$ cat src/rtl/freq_analysis_pkg.sv
// freq_analysis_pkg: shared widths, bin word type and FSM states for the spectrum peak finder
package freq_analysis_pkg;
    localparam int DATA_W = 16;
    localparam int N_BINS = 16;
    localparam int IDX_W  = 4;
    localparam int POW_W  = 32;
    typedef struct packed {
        logic signed [DATA_W-1:0] re;
        logic signed [DATA_W-1:0] im;
    } cplx_t;
    typedef cplx_t frame_t [N_BINS];
    typedef enum logic [1:0] {IDLE, SCAN, DONE} state_t;
endpackage

$ cat src/rtl/freq_analysis_if.sv
// freq_analysis_if: spectrum frame in (fft_valid, fft_d[0..15]), result out (done, freq, overrun)
interface freq_analysis_if;
    import freq_analysis_pkg::*;
    logic             fft_valid;
    cplx_t            fft_d [N_BINS];
    logic             done;
    logic [IDX_W-1:0] freq;
    logic             overrun;
    modport master (output fft_valid, fft_d, input done, freq, overrun);
    modport slave  (input fft_valid, fft_d, output done, freq, overrun);
endinterface

$ cat src/rtl/freq_analysis_bin_power.sv
// bin_power: combinational re^2 + im^2 of one bin (bin_i in, unsigned pow_o out)
module bin_power
    import freq_analysis_pkg::*;
(
    input  cplx_t            bin_i,
    output logic [POW_W-1:0] pow_o
);
    logic signed [POW_W-1:0] re_sq, im_sq;
    always_comb begin
        re_sq = POW_W'(bin_i.re) * POW_W'(bin_i.re);
        im_sq = POW_W'(bin_i.im) * POW_W'(bin_i.im);
        pow_o = $unsigned(re_sq) + $unsigned(im_sq);
    end
endmodule

$ cat src/rtl/freq_analysis.sv
// freq_analysis: scans a 16-bin frame one bin per cycle and reports the strongest bin index
// Ports: clk, rst (sync, active-high); fa_if.slave carries fft_valid/fft_d in and done/freq/overrun out
module freq_analysis
    import freq_analysis_pkg::*;
(
    input  logic            clk,
    input  logic            rst,
    freq_analysis_if.slave  fa_if
);
    state_t           state_q, state_d;
    cplx_t            work_q [N_BINS];
    cplx_t            pend_q [N_BINS];
    logic             pend_full_q, pend_full_d;
    logic [IDX_W-1:0] idx_q, idx_d;
    logic [IDX_W-1:0] max_idx_q, max_idx_d;
    logic [IDX_W-1:0] freq_q, freq_d;
    logic [POW_W-1:0] max_pow_q, max_pow_d;
    logic [POW_W-1:0] pow;
    logic             overrun_q, overrun_d;
    logic             load_work, load_pend, move_pend;

    bin_power u_pow (.bin_i(work_q[idx_q]), .pow_o(pow));

    always_comb begin
        state_d     = state_q;
        idx_d       = idx_q;
        max_pow_d   = max_pow_q;
        max_idx_d   = max_idx_q;
        freq_d      = freq_q;
        pend_full_d = pend_full_q;
        overrun_d   = overrun_q;
        load_work   = 1'b0;
        load_pend   = 1'b0;
        move_pend   = 1'b0;
        case (state_q)
            IDLE: begin
                if (fa_if.fft_valid) begin
                    load_work = 1'b1;
                    state_d   = SCAN;
                    idx_d     = '0;
                    max_pow_d = '0;
                    max_idx_d = '0;
                end
            end
            SCAN: begin
                // strict compare keeps the lowest index on ties
                if (idx_q == '0 || pow > max_pow_q) begin
                    max_pow_d = pow;
                    max_idx_d = idx_q;
                end
                idx_d = idx_q + 1'b1;
                if (idx_q == IDX_W'(N_BINS - 1)) begin
                    state_d = DONE;
                    freq_d  = max_idx_d;
                end
                if (fa_if.fft_valid) begin
                    if (pend_full_q) begin
                        overrun_d = 1'b1;
                    end else begin
                        load_pend   = 1'b1;
                        pend_full_d = 1'b1;
                    end
                end
            end
            DONE: begin
                idx_d     = '0;
                max_pow_d = '0;
                max_idx_d = '0;
                // pending drains into work this cycle, so a new strobe can refill it without loss
                if (pend_full_q) begin
                    move_pend   = 1'b1;
                    load_pend   = fa_if.fft_valid;
                    pend_full_d = fa_if.fft_valid;
                    state_d     = SCAN;
                end else if (fa_if.fft_valid) begin
                    load_work = 1'b1;
                    state_d   = SCAN;
                end else begin
                    state_d = IDLE;
                end
            end
            default: state_d = IDLE;
        endcase
    end

    always_ff @(posedge clk) begin
        if (rst) begin
            state_q     <= IDLE;
            idx_q       <= '0;
            max_pow_q   <= '0;
            max_idx_q   <= '0;
            freq_q      <= '0;
            pend_full_q <= 1'b0;
            overrun_q   <= 1'b0;
        end else begin
            state_q     <= state_d;
            idx_q       <= idx_d;
            max_pow_q   <= max_pow_d;
            max_idx_q   <= max_idx_d;
            freq_q      <= freq_d;
            pend_full_q <= pend_full_d;
            overrun_q   <= overrun_d;
        end
    end

    // frame storage needs no reset; the valid flags above gate its use
    always_ff @(posedge clk) begin
        for (int i = 0; i < N_BINS; i++) begin
            if (load_work) work_q[i] <= fa_if.fft_d[i];
            else if (move_pend) work_q[i] <= pend_q[i];
            if (load_pend) pend_q[i] <= fa_if.fft_d[i];
        end
    end

    assign fa_if.done    = (state_q == DONE);
    assign fa_if.freq    = freq_q;
    assign fa_if.overrun = overrun_q;
endmodule

$ cat src/flat_wrapper.sv
// flat-port wrapper written by rule: the top's interface ports become plain ports
module freq_analysis_flat import freq_analysis_pkg::*;
  (clk, rst, fa_if_fft_valid, fa_if_fft_d, fa_if_done, fa_if_freq, fa_if_overrun);
  freq_analysis_if fa_if_i ();
  input  logic clk;
  input  logic rst;
  input wire logic [$bits(fa_if_i.fft_valid)-1:0] fa_if_fft_valid;
  input wire logic [$bits(fa_if_i.fft_d)-1:0] fa_if_fft_d;
  output wire logic [$bits(fa_if_i.done)-1:0] fa_if_done;
  output wire logic [$bits(fa_if_i.freq)-1:0] fa_if_freq;
  output wire logic [$bits(fa_if_i.overrun)-1:0] fa_if_overrun;
  assign fa_if_i.fft_valid = fa_if_fft_valid;
  assign fa_if_i.fft_d = {>>{fa_if_fft_d}};
  assign fa_if_done = fa_if_i.done;
  assign fa_if_freq = fa_if_i.freq;
  assign fa_if_overrun = fa_if_i.overrun;
  freq_analysis u_core (.clk(clk), .rst(rst), .fa_if(fa_if_i));
endmodule
$ cat config.mk
export PLATFORM = sky130hd
export DESIGN_NAME = freq_analysis_flat
export DESIGN_NICKNAME = d
export VERILOG_FILES = /design/src/rtl/freq_analysis_pkg.sv /design/src/rtl/freq_analysis_if.sv /design/src/rtl/freq_analysis_bin_power.sv /design/src/rtl/freq_analysis.sv /design/src/flat_wrapper.sv
export SDC_FILE = /design/constraint.sdc
export NUM_CORES = 2
export LEC_CHECK = 0
export CAP_MARGIN = 0
export CORE_UTILIZATION = 60
export CTS_BUF_LIST = sky130_fd_sc_hd__clkbuf_16
export DETAILED_ROUTE_END_ITERATION = 16
export HOLD_SLACK_MARGIN = 0.06
export PLACE_DENSITY = 0.82
export SYNTH_ARGS = -nofsm -noshare
export SYNTH_HDL_FRONTEND = slang
export SYNTH_SLANG_ARGS = --single-unit
$ cat constraint.sdc
create_clock -name clk -period 30 [get_ports clk]
set_input_delay 7.5 -clock clk [delete_from_list [all_inputs] [get_ports clk]]
set_output_delay 7.5 -clock clk [all_outputs]
set_load 0.03 [all_outputs]
# After elaboration in Yosys (flattened, before gate mapping)
# Memories as Yosys holds them, arrays and structs flattened. A register that Yosys moved wholly into a read port is not among the register bits.
# Index checks and enable logic that the tools add are counted.
word_totals:
  reg_bits: 48
  ram_bits: 1024
  inputBits: 515
  output_inout_bits: 6
  word_cells: 96
  memories: 2
classes:
  n_addsub: 2
  mul: 2
  order_cmp: 1
  n_eq_ne: 7
  n_mux: 48
  bitwise_logic: 16
  reduce_logical: 11
memory_table:
  columns: ["name", "depth", "word_bits", "read_ports", "rd_clocked_by_memory_dff", "write_ports", "line_no", "rtl"]
  rows:
  - ["u_core.pend_q", 16, 32, 16, 0, 16, "freq_analysis.sv:12", "cplx_t pend_q [N_BINS];"]
  - ["u_core.work_q", 16, 32, 1, 1, 16, "freq_analysis.sv:11", "cplx_t work_q [N_BINS];"]
op_table:
  columns: ["cell", "count"]
  rows:
  - ["2-to-1 mux 32 bit", 18]
  - ["one-hot mux 32 bit (3 select lines)", 1]
  - ["multiplier 16 x 16 -> 32 bit", 2]
  - ["adder 32 bit", 1]
  - ["> comparator 32 bit", 1]
  - ["one-hot mux 4 bit (3 select lines)", 2]
  - ["2-to-1 mux 1 bit", 16]
  - ["2-to-1 mux 4 bit", 4]
  - ["bitwise OR 1 bit", 16]
  - ["AND reduction 2 bit", 4]
  - ["2-to-1 mux 2 bit", 3]
  - ["one-hot mux 1 bit (2 select lines)", 3]
  - ["one-hot mux 2 bit (3 select lines)", 1]
  - ["AND reduction 3 bit", 2]
  - ["adder 4 x 1 -> 4 bit (second input constant)", 1]
  - ["== test 4 bit (second input constant)", 1]
  - ["logical NOT 4 bit", 1]
  - ["!= test 2 x 1 -> 1 bit (second input constant)", 2]
  - ["!= test 2 bit (second input constant)", 2]
  - ["nonzero test 3 bit", 1]
  - ["== test 2 x 1 -> 1 bit (second input constant)", 1]
  - ["== test 2 bit (second input constant)", 1]
  - ["logical NOT 2 bit", 1]
  - ["nonzero test 2 bit", 1]
  - ["logical OR 1 bit", 1]

# Depth between registers and ports, before layout
logic_depth:
  depth_word: 6
  depth_mapped: 46
  mapped_depth_nobuf: 41

# Hierarchy
# A second synthesis with hierarchy kept.
unflattened:
  cells_unflattened: 3933
  area_unflattened_um2: 60894.7
by_module_without_submodules:
  columns: ["mod", "instances", "cells_each", "area_each_um2", "seq_area_each_um2"]
  rows:
  - ["freq_analysis", 1, 2094, 43302.8, 31790.5]
  - ["bin_power", 1, 1839, 17591.9, 0.0]

# Worst setup path after synthesis
# OpenSTA, ideal clock, no wires.
synth_path:
  path_type: "input port to flip-flop"
  startpoint: "in fa_if_fft_valid"
  endpoint: "mem u_core.pend_q[0][0] in the netlist's numbering, enable pin"
  setup_time_ns: 0.949
  arrival_ns: 19.102
  required_time_ns: 29.051
  setup_slack_ns: 9.950
  path_stages: 1
  n_path_buf: 0
  path_cell_list: "and3_1"
synth_lines:
  columns: ["item", "line_no", "rtl"]
  rows:
  - ["start: declaration", "flat_wrapper.sv:7", "input wire logic [$bits(fa_if_i.fft_valid)-1:0] fa_if_fft_valid;"]
  - ["end: declaration", "freq_analysis.sv:12", null]

==> summary.txt <==
Status
  • Status: completed

Timing
  • Setup TNS: 0 ps
  • Count of final hold-check violations: 0
  • Final number of setup-violating endpoints: 0
  • Clk_skew: around 83 ps
  • Slew Viols, Final: 0
  • Max-slew headroom: 0.187
  • FMAX: between 70 and 80 MHz
  • Worst-Margin Slew: approximately 1200 ps
  • Min Tclk post-route: 13490 ps
  • Unrepaired setup endpoints after global routing: no
  • Period utilisation layout: 0.450

Die
  • Io pins: roughly 520
  • Die area: a little over 100000 um^2
  • Core area: between 100000 and 150000 um^2
  • Initial Utilization: 0.608
  • Chip height: approximately 320 um
  • Std cell rows: 116
  • Die width: ~320 um

Global route
  • Vias in the first global route: 37200
  • Largest net degree at the start of global routing: 181
  • Initial antenna violation count: 57
  • Remaining Overflow, GRT: 0
  • First-pass GRT wire length: approximately 230000 um
  • All-Layer GR Usage: 0.302

Setup path
  • Setup Crit Path Kind: reg2reg
  • Crit path capture type: flip-flop
  • Max stage delay on crit path: just over 800 ps
  • Worst setup SP type: flip-flop
  • Crit path buf inv count: 9
  • Crit path max fanout: 32
  • Worst Path Arrival: around 14000 ps
  • Slowest stage cell, crit path: nand2_1
  • Most frequent CP cell: fa_1
  • Critical Path RT: 30630 ps
  • Dominant delay contributor by cell family on the critical path: adder cells

Synth
  • Sequential area share after synthesis: 0.520
  • Top_reg_cell synth: edfxtp_1
  • Post-Syn Area: 61100 um^2
  • Synthesis Warnings: 0
  • Yosys top cell area share: 0.503
  • Avg Cell Area, Syn: roughly 15 um^2
  • Commonest cells in the synthesized netlist: 1024 x edfxtp_1, 683 x inv_1, 528 x mux2_2, 520 x fa_1, 188 x ha_1
  • Area contributors post-synth: edfxtp_1 50%, fa_1 17%, mux2_2 9.7%
  • Post-synth EDFFs: 1024
  • Netlist cell types: 76
  • Top-count cell post-synth: edfxtp_1
  • Yosys top cell by area: edfxtp_1
  • Mapped Cells: between 4000 and 5000
  • Yosys reg bits: approximately 1100
  • Synth Net Count: between 5000 and 6000
  • Post-synth ARST share: 0

Flow run
  • Max-Cap Viols: 0

Route
  • WL/cell: 25.3 um
  • Via density: between 5 and 6
  • Router iterations before antenna repair: 5
  • DRC Markers: 0
  • Final ANT Viol Nets: 0
  • Initial DRC count: 2843
  • Post-Route WL: ~150000 um
  • Routed vias: roughly 34000

Clocking
  • Total CTS buffers: approximately 110
  • CTS resizes: 0
  • Cts hold-fix bufs: 0
  • CTS tree: yes
  • Clk Tree Root Cell: clkbuf_16
  • Setup Buffers After CTS: 0
  • H-tree lvl count: 3
  • Clock latency at the later pin of the worst-skew pair: about 750 ps
  • CTS clk-pin slew, worst paths: about 60 ps
  • Clock Sinks: 1076
  • CTS Buffer Depth: 3

Placement
  • DP Area: around 68000 um^2
  • RD Place Congestion: 0.960
  • HPWL Detailed: roughly 110000 um
  • Port Buffers: between 500 and 600

Final layout
  • Fillers: around 6400
  • Final Cell Area: 71300 um^2
  • Final #Nets: between 5000 and 6000
  • Area grow syn2layout: 16.7%
  • Layout cells sized above 1: 0.204

Min path
  • HP Class: reg2reg
[area by class of cell]
| type | instances | area (um^2) | share of cell area |
|---|---|---|---|
| sequential | 1076 | 31800 | 0.446 |
| antenna | 35 | 87.6 | 0.00123 |
| tap | 1357 | 1700 | 0.0238 |
| timing repair buffer | 550 | 5470 | 0.0766 |
| clock buffer | 106 | 2650 | 0.0372 |
| clock inverter | 91 | 986 | 0.0138 |
| multi-input combinational | 2088 | 25900 | 0.364 |
| inverter | 721 | 2710 | 0.0379 |
[layer usage]
layer	global-route usage	routed length, um
met1	0.388	58000
met2	0.495	74800
met4	0.121	5880
met5	0	327
met3	0.0756	13400
[worst paths after layout]
check / startpoint / endpoint / slack [ps] / depth (start not counted)
worst max register to register: flip-flop / u_core.max_pow_q[30] / 16510 / 37
worst min register to register: u_core.max_idx_q[3] / u_core.max_idx_q[3] / 460 / 2
worst max-delay path: flip-flop / u_core.max_pow_q[30] / 16510 / 37
worst min-delay path: u_core.max_idx_q[3] / u_core.max_idx_q[3] / 460 / 2
[placed cells by master (no fill, tap or decap), types with 6 or more instances in the layout]
cell type and count:
ha_1 188, a22oi_1 27, a21oi_1 45, mux2_2 528, nand3_1 16, o21ai_0 23
edfxtp_1 1024, nand2_1 180, fa_1 520, and2_1 14, xnor2_1 48, clkbuf_16 106
nand4_1 8, clkinv_1 27, clkinv_2 20, nand2_2 11, or2_2 6, mux4_2 145
bufinv_16 16, inv_2 34, inv_1 698, dfxtp_1 48, nor3_1 12, mux2i_1 19
xor2_1 8, o21a_1 11, nand2b_1 8, nor2b_1 8, nor2_1 170, a21o_1 11
diode_2 35, buf_4 27, clkdlybuf4s50_1 520
[flip-flops by register name (all words and copies together) (netlist names), named ones only]
signal and cells:
u_core.fa_if.overrun 1, u_core.pend_full_q 1, u_core.work_q 512, u_core.pend_q 512
u_core.idx_q 4, u_core.max_pow_q 32, u_core.fa_if.freq 4, u_core.max_idx_q 4
u_core.state_q 2
[cell families after synthesis]
family,share of synthesized area
AOI/OAI and AO/OA,0.0212
xor gates and xnor gates,0.00829
adders and majority gates,0.209
buffers and inverters,0.0560
DFF,0.520
muxes,0.154
and+or+nand+nor,0.0319
[worst min-delay path, stage by stage, from the launching register on]
cell,delay (ps)
dfxtp_1,310
nand2_1,50
a21oi_1,50
[stage by stage]
stage / setup slack, ps / hold WS [ps] / util / cells
6_report: 16510 / 457 / 0.709 / 6024
5_1_grt: 15830 / 469 / 0.709 / 6015
4_1_cts: 16480 / 456 / 0.708 / 5989
3_5_place_dp: 16470 / 448 / 0.672 / 5792
3_3_place_gp: 16720 / 441 / 0.672 / 5792
2_1_floorplan: 9950 / 432 / - / 4027
Power is left out: the tool's default activity adds up to more than one toggle a clock period on the data nets, which glitch-free logic cannot reach.
